### src/rtl/piso_pkg.sv
`default_nettype none
// ============================================================================
// Module      : piso_pkg
// Description : Shared types and constants for the piso_tx transmitter.
// Revision    : 1.0 - initial release
// ============================================================================
package piso_pkg;

    // Default serial word length.
    localparam int PISO_WIDTH = 4;

    // Transmitter FSM encoding.
    typedef enum logic {
        ST_IDLE  = 1'b0,
        ST_SHIFT = 1'b1
    } piso_state_e;

endpackage : piso_pkg
`default_nettype wire

### src/rtl/bit_counter.sv
`default_nettype none
// ============================================================================
// Module      : bit_counter
// Description : Bit-position counter with synchronous clear, enable and a
//               terminal-count flag at WIDTH-1. Asynchronous active-low reset.
// Revision    : 1.0 - initial release
// ============================================================================
module bit_counter
    import piso_pkg::*;
#(
    parameter  int WIDTH = PISO_WIDTH,
    localparam int CW    = (WIDTH > 1) ? $clog2(WIDTH) : 1
) (
    input  logic          clk,
    input  logic          clr,
    input  logic          sclr_i,
    input  logic          en_i,
    output logic [CW-1:0] cnt_o,
    output logic          tc_o
);

    localparam logic [CW-1:0] C_TERMINAL = CW'(WIDTH - 1);

    logic [CW-1:0] cnt_q;
    logic [CW-1:0] cnt_d;

    // Next count: clear wins over increment.
    always_comb begin
        cnt_d = cnt_q;
        if (sclr_i) begin
            cnt_d = '0;
        end else if (en_i) begin
            cnt_d = cnt_q + 1'b1;
        end
    end

    // Count register.
    always_ff @(posedge clk or negedge clr) begin
        if (!clr) begin
            cnt_q <= '0;
        end else begin
            cnt_q <= cnt_d;
        end
    end

    assign cnt_o = cnt_q;
    assign tc_o  = (cnt_q == C_TERMINAL);

endmodule : bit_counter
`default_nettype wire

### src/rtl/piso_tx.sv
`default_nettype none
// ============================================================================
// Module      : piso_tx
// Description : Parallel-in/serial-out transmitter. Accepts a WIDTH-bit word
//               over valid/ready and emits it one bit per enabled clock with
//               a valid strobe and last-bit marker. Words can stream
//               back-to-back; shift_en low freezes the stream.
// Revision    : 1.0 - initial release
// ============================================================================
module piso_tx
    import piso_pkg::*;
#(
    parameter  int WIDTH     = PISO_WIDTH,
    parameter  int MSB_FIRST = 1,
    localparam int CW        = (WIDTH > 1) ? $clog2(WIDTH) : 1
) (
    input  logic             clk,
    input  logic             clr,
    input  logic             load_valid,
    output logic             load_ready,
    input  logic [WIDTH-1:0] data_in,
    input  logic             shift_en,
    output logic             d_out,
    output logic             d_valid,
    output logic             last
);

    piso_state_e      state_q;
    piso_state_e      state_d;
    logic [WIDTH-1:0] hold_q;
    logic [WIDTH-1:0] hold_d;

    logic             w_cnt_clr;
    logic             w_cnt_en;
    logic [CW-1:0]    w_cnt;
    logic             w_tc;
    logic [WIDTH-1:0] w_order;   // holding word rearranged so index = send position

    bit_counter #(
        .WIDTH (WIDTH)
    ) u_bit_counter (
        .clk    (clk),
        .clr    (clr),
        .sclr_i (w_cnt_clr),
        .en_i   (w_cnt_en),
        .cnt_o  (w_cnt),
        .tc_o   (w_tc)
    );

    generate
        if (MSB_FIRST != 0) begin : g_msb_first
            for (genvar i = 0; i < WIDTH; i++) begin : g_rev
                assign w_order[i] = hold_q[WIDTH-1-i];
            end
        end else begin : g_lsb_first
            assign w_order = hold_q;
        end
    endgenerate

    // Next-state, holding-register, counter-control and output decode.
    // Outputs never look at load_valid, so the handshake has no comb loop.
    always_comb begin
        state_d    = state_q;
        hold_d     = hold_q;
        w_cnt_clr  = 1'b0;
        w_cnt_en   = 1'b0;
        d_out      = 1'b0;
        d_valid    = 1'b0;
        last       = 1'b0;
        load_ready = 1'b0;
        case (state_q)
            ST_IDLE: begin
                load_ready = clr;
                if (load_valid && clr) begin
                    hold_d    = data_in;
                    w_cnt_clr = 1'b1;
                    state_d   = ST_SHIFT;
                end
            end
            ST_SHIFT: begin
                d_out      = w_order[w_cnt];
                d_valid    = shift_en;
                last       = w_tc & shift_en;
                load_ready = clr & w_tc & shift_en;
                if (shift_en) begin
                    if (w_tc) begin
                        w_cnt_clr = 1'b1;
                        if (load_valid) begin
                            hold_d = data_in;
                        end else begin
                            state_d = ST_IDLE;
                        end
                    end else begin
                        w_cnt_en = 1'b1;
                    end
                end
            end
            default: begin
                state_d = ST_IDLE;
            end
        endcase
    end

    // State and holding registers; reset aborts any word in flight.
    always_ff @(posedge clk or negedge clr) begin
        if (!clr) begin
            state_q <= ST_IDLE;
            hold_q  <= '0;
        end else begin
            state_q <= state_d;
            hold_q  <= hold_d;
        end
    end

endmodule : piso_tx
`default_nettype wire

### config.mk
export PLATFORM = sky130hd
export DESIGN_NAME = piso_tx
export DESIGN_NICKNAME = d
export VERILOG_FILES = /design/src/rtl/piso_pkg.sv /design/src/rtl/bit_counter.sv /design/src/rtl/piso_tx.sv
export SDC_FILE = /design/constraint.sdc
export NUM_CORES = 1
export LEC_CHECK = 0
export CAP_MARGIN = 20
export CORE_AREA = 4 4 41 43
export CTS_CLUSTER_SIZE = 8
export DETAILED_ROUTE_END_ITERATION = 16
export DIE_AREA = 0 0 45 47
export GPL_TIMING_DRIVEN = 0
export PLACE_DENSITY = 0.58
export RECOVER_POWER = 100
export REMOVE_ABC_BUFFERS = 1
export SETUP_SLACK_MARGIN = 0.05
export SKIP_CTS_REPAIR_TIMING = 1
export SLEW_MARGIN = 20
export SYNTH_ARGS = -nofsm -noshare
export SYNTH_HDL_FRONTEND = slang
export SYNTH_HIERARCHICAL = 1
export SYNTH_SLANG_ARGS = --single-unit
### constraint.sdc
create_clock -name clk -period 2.17 [get_ports clk]
set_clock_uncertainty 0.2 [all_clocks]
set_input_delay 0.5425 -clock clk [delete_from_list [all_inputs] [get_ports clk]]
set_output_delay 0.5425 -clock clk [all_outputs]
set_load 0.01 [all_outputs]
==> results of run 1 <==
[final cells by class]
class	count	area share
Timing Repair Buffer	13	0.211
Multi-Input combinational cell	20	0.371
Sequential cell	7	0.333
Tap cell	15	0.0356
Clock buffer	4	0.0499
[power groups by stage]
stage,sequential (mW),combinational (mW),clock (mW)
after global routing,0.252,0.362,0.126
after detailed placement,0.250,0.328,0
final,0.245,0.333,0.115
after CTS,0.248,0.329,0.121
after global placement,0.245,0.313,0
after floorplan,0.233,0.227,0
[layout by cell type (no fill, tap or decap), types with 2 or more instances in the layout]
master           n
buf_4            2
clkbuf_1         3
clkbuf_4         3
clkdlybuf4s50_1  5
dfrtp_1          7
mux2_4           3
nor2_1           2
nor2b_1          3
[logic make-up after synthesis]
family	count (synthesis)
xor+xnor	1
simple gates	8
flops	7
compound gates	4
fa+ha+maj	1
mux	6
[worst max path at each step]
stage                                      start  slack (ns)  cells past startpoint    endpoint
after global placement                       clr       -0.54                      3  load_ready
final                     u_bit_counter/cnt_o[0]        0.01                      3       d_out
after floorplan           u_bit_counter/cnt_o[0]        0.35                      2       d_out
after global routing      u_bit_counter/cnt_o[0]       -0.03                      3       d_out
after CTS                                    clr       -0.57                      3  load_ready
after detailed placement                     clr       -0.57                      3  load_ready
[through the flow]
stage | cells | util | power [mW]
finish | 59 | 0.405 | 0.693
detailed placement | 53 | 0.394 | 0.577
floorplan | 27 | - | 0.460
global route | 59 | 0.405 | 0.740
global placement | 53 | 0.394 | 0.558
CTS | 57 | 0.414 | 0.698
[state kept, by name, indices dropped and copies added, names as in the netlist]
name and flops:
hold_q 4, state_q 1, u_bit_counter/cnt_o 2
[per-layer routing]
metal  GRT usage  up-vias  part of all wire
met2       0.121        8              0.48
li1            -      132                 -
met1      0.0960      128              0.45
met5           0        -                 0
met3      0.0421        0             0.067
met4      0.0526        0                 0
[worst max-delay path, delay by kind of cell (launching register included)]
kind | cells | cell delay [ns]
flip-flops | 1 | 0.39
buffers and inverters | 1 | 0.11
multiplexers | 1 | 0.50
AND/OR/NAND/NOR | 1 | 0.17
==> results.sh, run 1 <==
export IMPL_ir_drop_mv=0.532
export IMPL_synth_top_area_cell="dfrtp_1"
export IMPL_synth_area_leaders="dfrtp_1, mux2_4, mux4_2"
export IMPL_final_antenna_net_count=0
export IMPL_hold_viol=0
export IMPL_synth_xor_xnor_area_share=0.0228
export IMPL_numCtsBuffers=3
export IMPL_yosys_top_cells_count="dfrtp_1, mux2_4, nor2b_1"
export IMPL_synth_fa_ha_area_frac=0.0326
export IMPL_antennaDiodeCount=0
export IMPL_final_setup_viol_count=0
export IMPL_core_area_um2=1300
export IMPL_fp_dieW_um=45
export IMPL_grt_pass1_wl_mm=1.19
export IMPL_fin_ws_ns=0.0142
export IMPL_cts_tree="yes"
export IMPL_timing_hold_ws_ns=0.0267
export IMPL_ys_flop_type="dfrtp_1"
export IMPL_timing_rr_start="u_bit_counter/cnt_o[0]"
export IMPL_syn_inst=27
export IMPL_r2r_cells=5
export IMPL_outcome="finished, final reports clean"
export IMPL_crit_chain="mux4_2, and2_4, buf_6"
export IMPL_routed_via_density=4.54
export IMPL_cp_slowest_cell="mux4_2"
export IMPL_fin_crit_sh=0.993
export IMPL_startpoint_type="flop"
export IMPL_r2r_end="hold_q[2]"
export IMPL_yosys_warnings=6
export IMPL_arrival_ns=1.41
export IMPL_powerDensity_nw_per_um2=1320
export IMPL_async_flop_share=1.00
export IMPL_maxSlewHeadroom=0.676
export IMPL_clkTransAtPathRegs_ns=0.05
export IMPL_endpoint_kind="primary output"
export IMPL_portBuffers=11
export IMPL_syn_mean_instance_area_um2=14.2
export IMPL_clkPwrFrac=0.165
export IMPL_synth_seq_area_share=0.456
export IMPL_drt_iter0_drc=1
export IMPL_antenna_found_initial=0
export IMPL_rrSetupSlack_ns=0.12
export IMPL_period_needed_ns=2.16
export IMPL_nNetsFinal=54
export IMPL_grt_usage=0.0830
export IMPL_hold_path_class="primary input to asynchronous set/reset pin"
export IMPL_rsz0062_at_grt="true"
export IMPL_gp_congestion=0.702
export IMPL_crit_type="flop to primary output"
export IMPL_pre_cts_ws_ns=-0.566
export IMPL_clk_latency_ns=0.24
export IMPL_crit_required_ns=1.43
export IMPL_numClockSinks=7
export IMPL_grt_ovfl_total=0
export IMPL_synth_top_family_by_area="multiplexers"
export IMPL_stdcell_area_um2=527
export IMPL_ff_latch_area_um2=175
export IMPL_routedWlPerCell_um=12.9
export IMPL_num_rows=13
export IMPL_tns_ns=0
export IMPL_totalWireLength_um=762
export IMPL_placed_cell_area_um2=513
export IMPL_synth_top_cell_area_share=0.456
export IMPL_drtPass1Iterations=4
export IMPL_vias=268
export IMPL_drv_cap=0
export IMPL_cp_slowest_stage_delay_ns=0.50
export IMPL_synth_distinct_cells=14
export IMPL_drv_slew=0
export IMPL_initial_core_util=0.295
export IMPL_areaGrowthSynthToFinish_pct=37.1
export IMPL_dieArea_um2=2120
export IMPL_p_comb_frac=0.480
export IMPL_num_io_pins=12
export IMPL_grt_max_degree=11
export IMPL_worstMarginPinSlew_ns=0.486
export IMPL_grt_pass1_vias=264
export IMPL_drive_gt1_frac=0.364
export IMPL_synth_edf_count=0
export IMPL_fmax_ghz=0.464
export IMPL_htree_levels=1
export IMPL_syn_area_um2=384
export IMPL_drc=0
export IMPL_cts_root_buf="clkbuf_4"
export IMPL_yosys_area_share_simple=0.137
export IMPL_synth_seq_cells=7
export IMPL_synth_compound_area_share=0.111
export IMPL_yosysMostFrequentCell="dfrtp_1"
export IMPL_fillerInstances=137
export IMPL_die_h_um=47
export IMPL_clockBufferDepth=2
export IMPL_multiInputGateArea_um2=195
export IMPL_critPathMaxFanout=3
export IMPL_p_leak_nw=0.247
export IMPL_pwr_share_seq=0.354
export IMPL_p_sw_uw=208
export IMPL_p_int_uw=485
export IMPL_synthMuxAreaShare=0.241
export IMPL_p_sw_frac=0.300
Power figures use the tool's default switching activity.
==> run 2: changes to the inputs <==
--- a/config.mk
+++ b/config.mk
@@ -11,10 +11,9 @@
 export DETAILED_ROUTE_END_ITERATION = 16
 export DIE_AREA = 0 0 45 47
 export GPL_TIMING_DRIVEN = 0
-export PLACE_DENSITY = 0.58
+export PLACE_DENSITY = 0.6
 export RECOVER_POWER = 100
 export REMOVE_ABC_BUFFERS = 1
-export SETUP_SLACK_MARGIN = 0.05
 export SKIP_CTS_REPAIR_TIMING = 1
 export SLEW_MARGIN = 20
 export SYNTH_ARGS = -nofsm -noshare
==> constraint.sdc (replaced) <==
create_clock -name clk -period 1.8 [get_ports clk]
set_clock_uncertainty 0.2 [all_clocks]
set_input_delay 0.45 -clock clk [delete_from_list [all_inputs] [get_ports clk]]
set_output_delay 0.45 -clock clk [all_outputs]
set_load 0.01 [all_outputs]
==> run 2 against run 1 <==
Sequential share of layout area shrank 3.3 points. Combinational power increased by 39%. Power grew 31%. Utilization rose by 4.5 points. Die area did not move. Count of clock-buffer cells in the layout is the same. Non-clock buffer count up 2. Flip-flop and latch count stayed put. The run now ends with setup timing left. Clock power rose by 26%. Global-route usage increased by 0.41 points.
==> results.sh, run 2 (same netlist as run 1, synthesis figures left out) <==
export IMPL_rrSetupSlack_ns=-0.09
export IMPL_drtPass1Iterations=2
export IMPL_cts_tree="yes"
export IMPL_violations="setup timing"
export IMPL_nNetsFinal=56
export IMPL_pwr_share_seq=0.331
export IMPL_num_rows=13
export IMPL_vias=300
export IMPL_outcome="complete, but fails checks"
export IMPL_routed_via_density=4.92
export IMPL_routedWlPerCell_um=12.7
export IMPL_finish_utilization=0.450
export IMPL_crit_required_ns=1.15
export IMPL_startpoint_type="flop"
export IMPL_fin_ws_ns=-0.297
export IMPL_portBuffers=11
export IMPL_clockBufferDepth=2
export IMPL_core_area_um2=1300
export IMPL_rsz0062_at_grt="true"
export IMPL_dp_hpwl_um=579
export IMPL_hold_path_class="flop to flop"
export IMPL_fp_dieW_um=45
export IMPL_clkTransAtPathRegs_ns=0.05
export IMPL_drc=0
export IMPL_gp_congestion=0.700
export IMPL_areaGrowthSynthToFinish_pct=52.4
export IMPL_power_uw=908
export IMPL_drive_gt1_frac=0.478
export IMPL_dieArea_um2=2120
export IMPL_maxSlewHeadroom=0.790
export IMPL_antenna_found_initial=0
export IMPL_stdcell_area_um2=586
export IMPL_worstSetupStartpoint="u_bit_counter/cnt_o[0]"
export IMPL_num_io_pins=12
export IMPL_die_h_um=47
export IMPL_numClockSinks=7
export IMPL_fin_crit_sh=1.16
export IMPL_placed_cell_area_um2=513
export IMPL_ir_drop_mv=0.617
export IMPL_largest_reg_flops=4
export IMPL_timing_rr_start="u_bit_counter/cnt_o[0]"
export IMPL_tns_ns=-0.924
export IMPL_crit_type="flop to primary output"
export IMPL_p_int_uw=629
export IMPL_drv_slew=0
export IMPL_most_common_layout_cells="dfrtp_1, clkdlybuf4s50_1, mux2_4"
export IMPL_antennaDiodeCount=0
export IMPL_endpoint_kind="primary output"
export IMPL_grt_ovfl_total=0
export IMPL_p_sw_uw=279
export IMPL_cts_root_buf="clkbuf_4"
export IMPL_critPathMaxFanout=3
export IMPL_worstMarginPinSlew_ns=0.314
export IMPL_final_setup_viol_count=7
export IMPL_grt_pass1_wl_mm=1.22
export IMPL_drt_iter0_drc=7
export IMPL_hold_viol=0
export IMPL_p_sw_frac=0.308
export IMPL_grt_max_degree=11
export IMPL_grt_pass1_vias=301
export IMPL_top_register="hold_q"
export IMPL_grt_usage=0.0871
export IMPL_drv_cap=0
export IMPL_p_comb_frac=0.509
export IMPL_final_common_cell="dfrtp_1"
export IMPL_min_from="hold_q[1]"
export IMPL_totalWireLength_um=773
export IMPL_period_needed_ns=2.10
export IMPL_arrival_ns=1.45
export IMPL_clkPwrFrac=0.159
export IMPL_p_leak_nw=0.281
export IMPL_htree_levels=1
export IMPL_powerDensity_nw_per_um2=1550
export IMPL_initial_core_util=0.295
export IMPL_final_antenna_net_count=0
export IMPL_fmax_ghz=0.477
export IMPL_numCtsBuffers=3
export IMPL_clk_latency_ns=0.25
run 2: cell count changes in the layout (fill, tap and decap cells not counted), sizes merged:
cell          change
dlygate4sd3       +1
clkbuf            -1
dlymetal6s2s      +1
buf               +1
run 2: final timing paths:
path / end / cells past startpoint
setup / recovery: d_out / 3
hold / removal: hold_q[1] / 1
setup reg to reg: hold_q[1] / 6
hold reg to reg: hold_q[1] / 1
max in group asynchronous: state_q / 2
min in group asynchronous: hold_q[0] / 2
run 2: through the flow:
step                      setup WS, ns  cells  hold slack (ns)
after detailed placement        -0.750     53            0.293
after global routing            -0.334     61            0.325
after CTS                       -0.750     57            0.286
final                           -0.297     61            0.306
after global placement          -0.721     53            0.291
after floorplan                 0.0697     27          -0.0456
run 2: cell type report:
| class | instances | area (µm²) |
|---|---|---|
| clock buffer | 4 | 26.3 |
| fill | 132 | 716 |
| multi-input combinational | 20 | 226 |
| sequential | 7 | 175 |
| tap | 15 | 18.8 |
| timing repair buffer | 15 | 139 |
run 2: power groups by stage:
stage	clock [mW]	combinational [mW]	sequential [mW]
finish	0.145	0.462	0.301
detailed placement	0	0.385	0.301
floorplan	0	0.274	0.281
global placement	0	0.378	0.295
global route	0.165	0.511	0.309
CTS	0.149	0.390	0.298
run 2: worst max-delay path: stages (launching register included):
cell and delay (ns):
dfrtp_1 0.40, mux4_2 0.52, and2_4 0.17, buf_6 0.11
run 2: routing by layer:
layer  GRT usage  share of wire  up-vias
li1            -              -      136
met4      0.0526          0.025        0
met2       0.138           0.51        8
met1      0.0845           0.41      153
met3      0.0575          0.057        3
met5           0              0        -
==> run 3: changes to the inputs <==
--- a/config.mk
+++ b/config.mk
@@ -11,6 +11,7 @@
 export DETAILED_ROUTE_END_ITERATION = 16
 export DIE_AREA = 0 0 45 47
 export GPL_TIMING_DRIVEN = 0
+export MAX_ROUTING_LAYER = met4
 export PLACE_DENSITY = 0.6
 export RECOVER_POWER = 100
 export REMOVE_ABC_BUFFERS = 1
==> results of run 3 <==
Final layout, timing and power as in run 2 (identical DEF).
Among the figures that moved: final weighted congestion in routability-driven placement 0.700 -> 0.708; overall routing resource usage 0.0871 -> 0.0899
